## src/rtl/hazard_forward_unit.sv

```systemverilog
// Operand forwarding select and load/branch hazard stall engine for the 5-stage pipeline.
// Combinational controls come from current inputs and state; the state and the stall counter are registered.
module hazard_forward_unit #(
  parameter int unsigned REG_W     = 5,
  parameter int unsigned NSRC      = 2,
  parameter int unsigned WB_BYPASS = 1,
  parameter int unsigned CNT_W     = 16
) (
  input  logic                    clk,
  input  logic                    rst,
  input  logic                    freeze,
  input  logic [NSRC*REG_W-1:0]   id_src,
  input  logic [NSRC-1:0]         id_src_vld,
  input  logic                    id_is_branch,
  input  logic [NSRC*REG_W-1:0]   ex_src,
  input  logic [REG_W-1:0]        ex_dst,
  input  logic                    ex_reg_write,
  input  logic                    ex_mem_read,
  input  logic [REG_W-1:0]        mem_dst,
  input  logic                    mem_reg_write,
  input  logic                    mem_mem_read,
  input  logic [REG_W-1:0]        wb_dst,
  input  logic                    wb_reg_write,
  input  logic [REG_W-1:0]        wb2_dst,
  input  logic                    wb2_reg_write,
  output logic [2*NSRC-1:0]       fwd_sel,
  output logic                    stall,
  output logic                    idex_flush,
  output logic [CNT_W-1:0]        stall_cycles
);

  typedef enum logic {RUN, HOLD} state_t;

  state_t state, state_nxt;
  logic   h_lu, h_ba, h_bml, h_bl, hazard;
  logic   id_hit_ex, id_hit_mem;

  // Register 0 is hardwired zero and never produces a dependency.
  function automatic logic reg_match(input logic [REG_W-1:0] a,
                                     input logic [REG_W-1:0] b,
                                     input logic             we);
    return we && (a == b) && (a != '0);
  endfunction

  // Per-operand forwarding select; the youngest producer wins.
  always_comb begin
    fwd_sel = '0;
    if (!rst) begin
      for (int unsigned k = 0; k < NSRC; k++) begin
        if (reg_match(ex_src[k*REG_W +: REG_W], mem_dst, mem_reg_write))
          fwd_sel[2*k +: 2] = 2'b01;
        else if (reg_match(ex_src[k*REG_W +: REG_W], wb_dst, wb_reg_write))
          fwd_sel[2*k +: 2] = 2'b10;
        else if ((WB_BYPASS != 0) && reg_match(ex_src[k*REG_W +: REG_W], wb2_dst, wb2_reg_write))
          fwd_sel[2*k +: 2] = 2'b11;
      end
    end
  end

  // Dependencies of the valid ID operands on the EX and MEM producers.
  always_comb begin
    id_hit_ex  = 1'b0;
    id_hit_mem = 1'b0;
    for (int unsigned k = 0; k < NSRC; k++) begin
      if (id_src_vld[k] && reg_match(id_src[k*REG_W +: REG_W], ex_dst, ex_reg_write))
        id_hit_ex = 1'b1;
      if (id_src_vld[k] && reg_match(id_src[k*REG_W +: REG_W], mem_dst, mem_reg_write))
        id_hit_mem = 1'b1;
    end
  end

  assign h_lu   = ex_mem_read && id_hit_ex;
  assign h_ba   = id_is_branch && !ex_mem_read && id_hit_ex;
  assign h_bml  = id_is_branch && mem_mem_read && id_hit_mem;
  assign h_bl   = id_is_branch && h_lu;
  assign hazard = h_lu || h_ba || h_bml;

  // Stall controls and next state; freeze holds the state in place.
  always_comb begin
    stall      = 1'b0;
    idex_flush = 1'b0;
    state_nxt  = state;
    if (rst) begin
      state_nxt = RUN;
    end else if (freeze) begin
      stall = 1'b1;
    end else begin
      case (state)
        RUN: begin
          stall      = hazard;
          idex_flush = hazard;
          state_nxt  = h_bl ? HOLD : RUN;
        end
        HOLD: begin
          stall      = 1'b1;
          idex_flush = 1'b1;
          state_nxt  = RUN;
        end
        default: state_nxt = RUN;
      endcase
    end
  end

  // idex_flush is already low while frozen, so the counter holds then too.
  always_ff @(posedge clk) begin
    if (rst) begin
      state        <= RUN;
      stall_cycles <= '0;
    end else begin
      state <= state_nxt;
      if (idex_flush && (stall_cycles != '1))
        stall_cycles <= stall_cycles + CNT_W'(1);
    end
  end

endmodule
```

## config.mk

```make
export PLATFORM = sky130hd
export DESIGN_NAME = hazard_forward_unit
export DESIGN_NICKNAME = d
export VERILOG_FILES = /design/src/rtl/hazard_forward_unit.sv
export SDC_FILE = /design/constraint.sdc
export NUM_CORES = 1
export LEC_CHECK = 0
export BUFFER_PORTS_ARGS = -buffer_cell sky130_fd_sc_hd__buf_2
export CORE_UTILIZATION = 49
export CTS_BUF_LIST = sky130_fd_sc_hd__clkbuf_4 sky130_fd_sc_hd__clkbuf_8
export DETAILED_ROUTE_END_ITERATION = 16
export GPL_TIMING_DRIVEN = 0
export PLACE_DENSITY = 0.83
export SLEW_MARGIN = 20
export SYNTH_ARGS = -nofsm -noshare
export SYNTH_HDL_FRONTEND = slang
export SYNTH_SLANG_ARGS = --single-unit
```

## constraint.sdc

```tcl
create_clock -name clk -period 4.01 [get_ports clk]
set_clock_uncertainty 0.2 [all_clocks]
set_input_delay 1.0025 -clock clk [delete_from_list [all_inputs] [get_ports clk]]
set_output_delay 1.0025 -clock clk [all_outputs]
set_load 0.01 [all_outputs]
```

# Word level (Yosys, flattened, before mapping)
# Index checks and enable logic that the tools add are counted.
# totals
ff_bits	17
in_bits	52
wordCells	71
# classes
n_addsub	1
eq_ne	11
n_mux	18
bitwise_logic	1
n_reduce_logical	38
# op_table
op	n
5-bit == test	10
1-bit logical AND	31
5-bit nonzero test	4
16-bit by 1-bit adder with 16-bit output (second input constant)	1
16-bit inequality test (second input constant)	1
2-bit 2-to-1 mux	6
1-bit 2-to-1 mux	9
4-bit 2-to-1 mux	1
1-bit case mux with 2 select lines	2
1-bit logical OR	2
1-bit logical NOT	1
1-bit NOT	1

# Logic depth before layout (Yosys ltp)
# depth
depth_word	13
ltp_mapped	8

# Least setup slack after synthesis
# OpenSTA, ideal clock, no wires.
# synth_path
kind	input to output
startpoint	input id_src[1]
endpoint	output idex_flush
arrival_ns	2.492
required_time_ns	2.808
slack_ns	0.316
cell_stages	6
path_cell_list	or4_1 o21ai_2 nor4_2 a211oi_4 nand2_1 and2_1
# synth_via
elab_chain_len	12
word_cells_on_any_way	21
cone_classes	2 x eq/ne; 7 x mux; 12 x reduce/logical
# synth_rtl
element	line	source
start: declaration	12	input logic [NSRC*REG_W-1:0] id_src,
5-bit == test	42	return we && (a == b) && (a != '0);
1-bit logical AND (2 in a row)	42	
1-bit logical AND	65	if (id_src_vld[k] && reg_match(id_src[k*REG_W +: REG_W], ex_dst, ex_reg_write))
1-bit 2-to-1 mux (2 in a row)	65	
1-bit logical AND, on equally long branches	72, 73	
1-bit logical OR	76	assign hazard = h_lu || h_ba || h_bml;
1-bit logical OR (*)	76	
1-bit case mux with 2 select lines (*)	88	case (state)
1-bit 2-to-1 mux (*)	85	end else if (freeze) begin
1-bit 2-to-1 mux (*)	83	if (rst) begin
end: declaration	28	output logic idex_flush,
# Mark *: on every way between the ends. The rest lies on a longest branch, timed or not.

# Worst setup path in the final report
# layout_path
startpoint	input id_src[6]
endpoint	output idex_flush
# layout_via
elab_chain_len	11
word_cells_on_any_way	19
cone_classes	2 x eq/ne; 5 x mux; 12 x reduce/logical
# layout_rtl
element	line
5-bit == test	42
1-bit logical AND (2 in a row)	42
1-bit logical AND	65
1-bit 2-to-1 mux	65
1-bit logical AND, on equally long branches	72, 73
1-bit logical OR	76
1-bit logical OR (*)	76
1-bit case mux with 2 select lines (*)	88
1-bit 2-to-1 mux (*)	85
1-bit 2-to-1 mux (*)	83
# Marked as above.

==> flow_metrics.tcl <==
set metrics [dict create \
    status "completed" \
    r2r-start "stall_cycles[3]" \
    p_leak_nw 0.860 \
    avgSynthCellArea_sq_um 8.38 \
    hold_path_class "flip-flop to flip-flop" \
    hold_depth 1 \
    ys_seq_elements 17 \
    synthTopCellsByArea "dfxtp_1, xnor2_1, xor2_1" \
    fin_cells 320 \
    final_nets 330 \
    drcViolationCount 0 \
    synth_common_cells "xnor2_1, nor2_1, dfxtp_1" \
    finalMaxSlewViolations 0 \
    placed_area_sq_mm 0.00207 \
    ant_nets 0 \
    htreeDepth 1 \
    drv_cap 0 \
    ys_warn_count 0 \
    synth-edff-count 0 \
    rows 20 \
    slew_headroom 0.653 \
    critPathKind "primary input to output port" \
    pwr-share-clk 0.249 \
    yosysTopAreaCell "dfxtp_1" \
    die_h_um 60.2 \
    vias 1735 \
    seq_area_frac_synth 0.205 \
    pin_count 74 \
    r2r_slack_ns 1.43 \
    gp_congestion 0.840 \
    async_flop_share 0 \
    n_antenna_cell 0 \
    fin_crit_sh 0.957 \
    syn-num-nets 251 \
    drtIter0Drc 106 \
    root_buffer "clkbuf_4" \
    r2r_cells 7 \
    grt_pass1_vias 1615 \
    yosysMostFrequentCell "xnor2_1" \
    finalSetupTns_ns 0 \
    cts_tree "yes" \
    final_cell_area_sq_mm 0.00212 \
    fillers 283 \
    pwr-share-comb 0.311 \
    routed_via_density 5.42 \
    syn-cell-area_sq_mm 0.00166 \
    syn_inst 198 \
    post_drt_wl_per_cell_um 13.0 \
    setup_viol 0 \
    cts_inserted_buffers 3 \
    dieArea_sq_mm 0.00362 \
    yosysUniqueCellTypes 43 \
    period_needed_ns 3.84 \
    switching_power_w 0.000120 \
    p_per_area_mw_per_mm2 181 \
    drive_gt1_frac 0.351 \
    synth.top_cell.area_share 0.205 \
    power_w 0.000384 \
    area_growth_pct 27.8 \
    grt_setup_unrepaired "no" \
    antenna_found_initial 0 \
    critPathCaptureType "output port" \
    max_freq_mhz 261 \
    worstReg2RegEnd "stall_cycles[9]" \
    hold-path-endpoint "stall_cycles[5]" \
    cp_max_fo 3 \
    p_int_w 0.000263 \
    grt-ovfl-total 0 \
    worst_slew_pin_slew_ns 0.516 \
    dp.cells 313 \
    grt_first_pass_wirelength_um 6760 \
    first_pass_iters 4 \
    cp.arrival_ns 2.63 \
    worst_skew_pair.late_latency_ns 0.30 \
    finalHoldViolCount 0 \
    cts.clk_slew.worst_paths_ns 0.10 \
    track_usage 0.247 \
    critPathLaunchType "primary input" \
    seq_power_share 0.440 \
    hpwl_um 3440 \
    chipWidth_um 60.2 \
    clk_path_buf_depth 2 \
    grt_max_degree 11 \
    io_buffer_count 71 \
    swShare 0.314 \
    clock-sinks 17 \
    required_ns 2.81 \
    synth_flop_cell "dfxtp_1" \
    utilization 0.678 \
    timing.hold.worst.start "stall_cycles[5]" \
    totalWireLength_um 4150 \
    start_util 0.530 \
    vdd_drop_max_mv 0.0773 \
    core_area_sq_mm 0.00313 \
]
[per-stage QoR]
step / setup slack [ns] / hold WS [ns]
floorplan: 0.316 / 0.286
global placement: -0.0435 / 0.267
detailed placement: -0.0441 / 0.273
CTS: 0.00863 / 0.296
global route: 0.0268 / 0.329
finish: 0.173 / 0.295
[power groups by stage]
stage	clock network (W)	registers, W	logic, W
after floorplan	0	0.000173	0.0000645
after global placement	0	0.000173	0.000116
after detailed placement	0	0.000173	0.000119
after CTS	0.0000986	0.000169	0.000119
after global routing	0.000105	0.000169	0.000131
final	0.0000954	0.000169	0.000119
[placed cells by master (no fill, tap or decap), types with 8 or more instances in the layout]
cell,Yosys,layout
xnor2_1,37,37
xor2_1,16,16
nor2_1,20,20
dfxtp_1,17,17
buf_2,0,71
nand4_1,8,8
a21oi_1,8,8
nand3_1,9,9
nand2_1,8,8
[state kept, by name (all words and copies together), names as in the netlist]
register and flops:
stall_cycles 16, state 1
[layer usage]
layer,track usage,up-vias,part of all wire
met3,0.0368,7,0.051
met4,0.0864,0,0.015
met1,0.260,798,0.42
met2,0.485,55,0.52
li1,-,875,-
met5,0,-,0
[critical path, cell delays in order]
cell,delay (ns)
buf_2,0.12
or4_1,0.54
o21ai_2,0.18
nor4_1,0.10
o2111ai_2,0.26
nand2_1,0.13
and2_1,0.17
buf_2,0.14
[logic make-up after synthesis]
family,after synthesis,synth area share
AO/OA/AOI/OAI,33,0.189
XOR/XNOR,53,0.280
adder cells (fa/ha/maj),1,0.00754
buffers and inverters,10,0.0241
flip-flops,17,0.205
multiplexers,5,0.0309
AND/OR/NAND/NOR,79,0.264
[timing repair]
item	in CTS	in global routing
buffers inserted	1	2
pin swaps	1	1
endpoints found under the setup margin	2	2
cloned	0	0
hold buffers	0	0
resized for setup	0	0
[how the worst max path moves through the flow]
stage / start / to / slack (ns)
after floorplan: id_src[1] / idex_flush / 0.32
after global placement: id_src[1] / idex_flush / -0.04
after detailed placement: id_src[1] / idex_flush / -0.04
after CTS: id_src[1] / idex_flush / 0.009
after global routing: id_src[6] / stall / 0.03
final: id_src[6] / idex_flush / 0.17
[final cells by class]
class / count / area (sq um) / share of cell area
buffer: 5 / 21.3 / 0.0100
clock inverter: 1 / 5.00 / 0.00236
clock buffer: 3 / 22.5 / 0.0106
tap: 44 / 55.1 / 0.0260
timing repair buffer: 74 / 378 / 0.178
multi-input combinational: 171 / 1280 / 0.603
inverter: 5 / 18.8 / 0.00885
sequential: 17 / 340 / 0.161
Power figures use the tool's default switching activity.
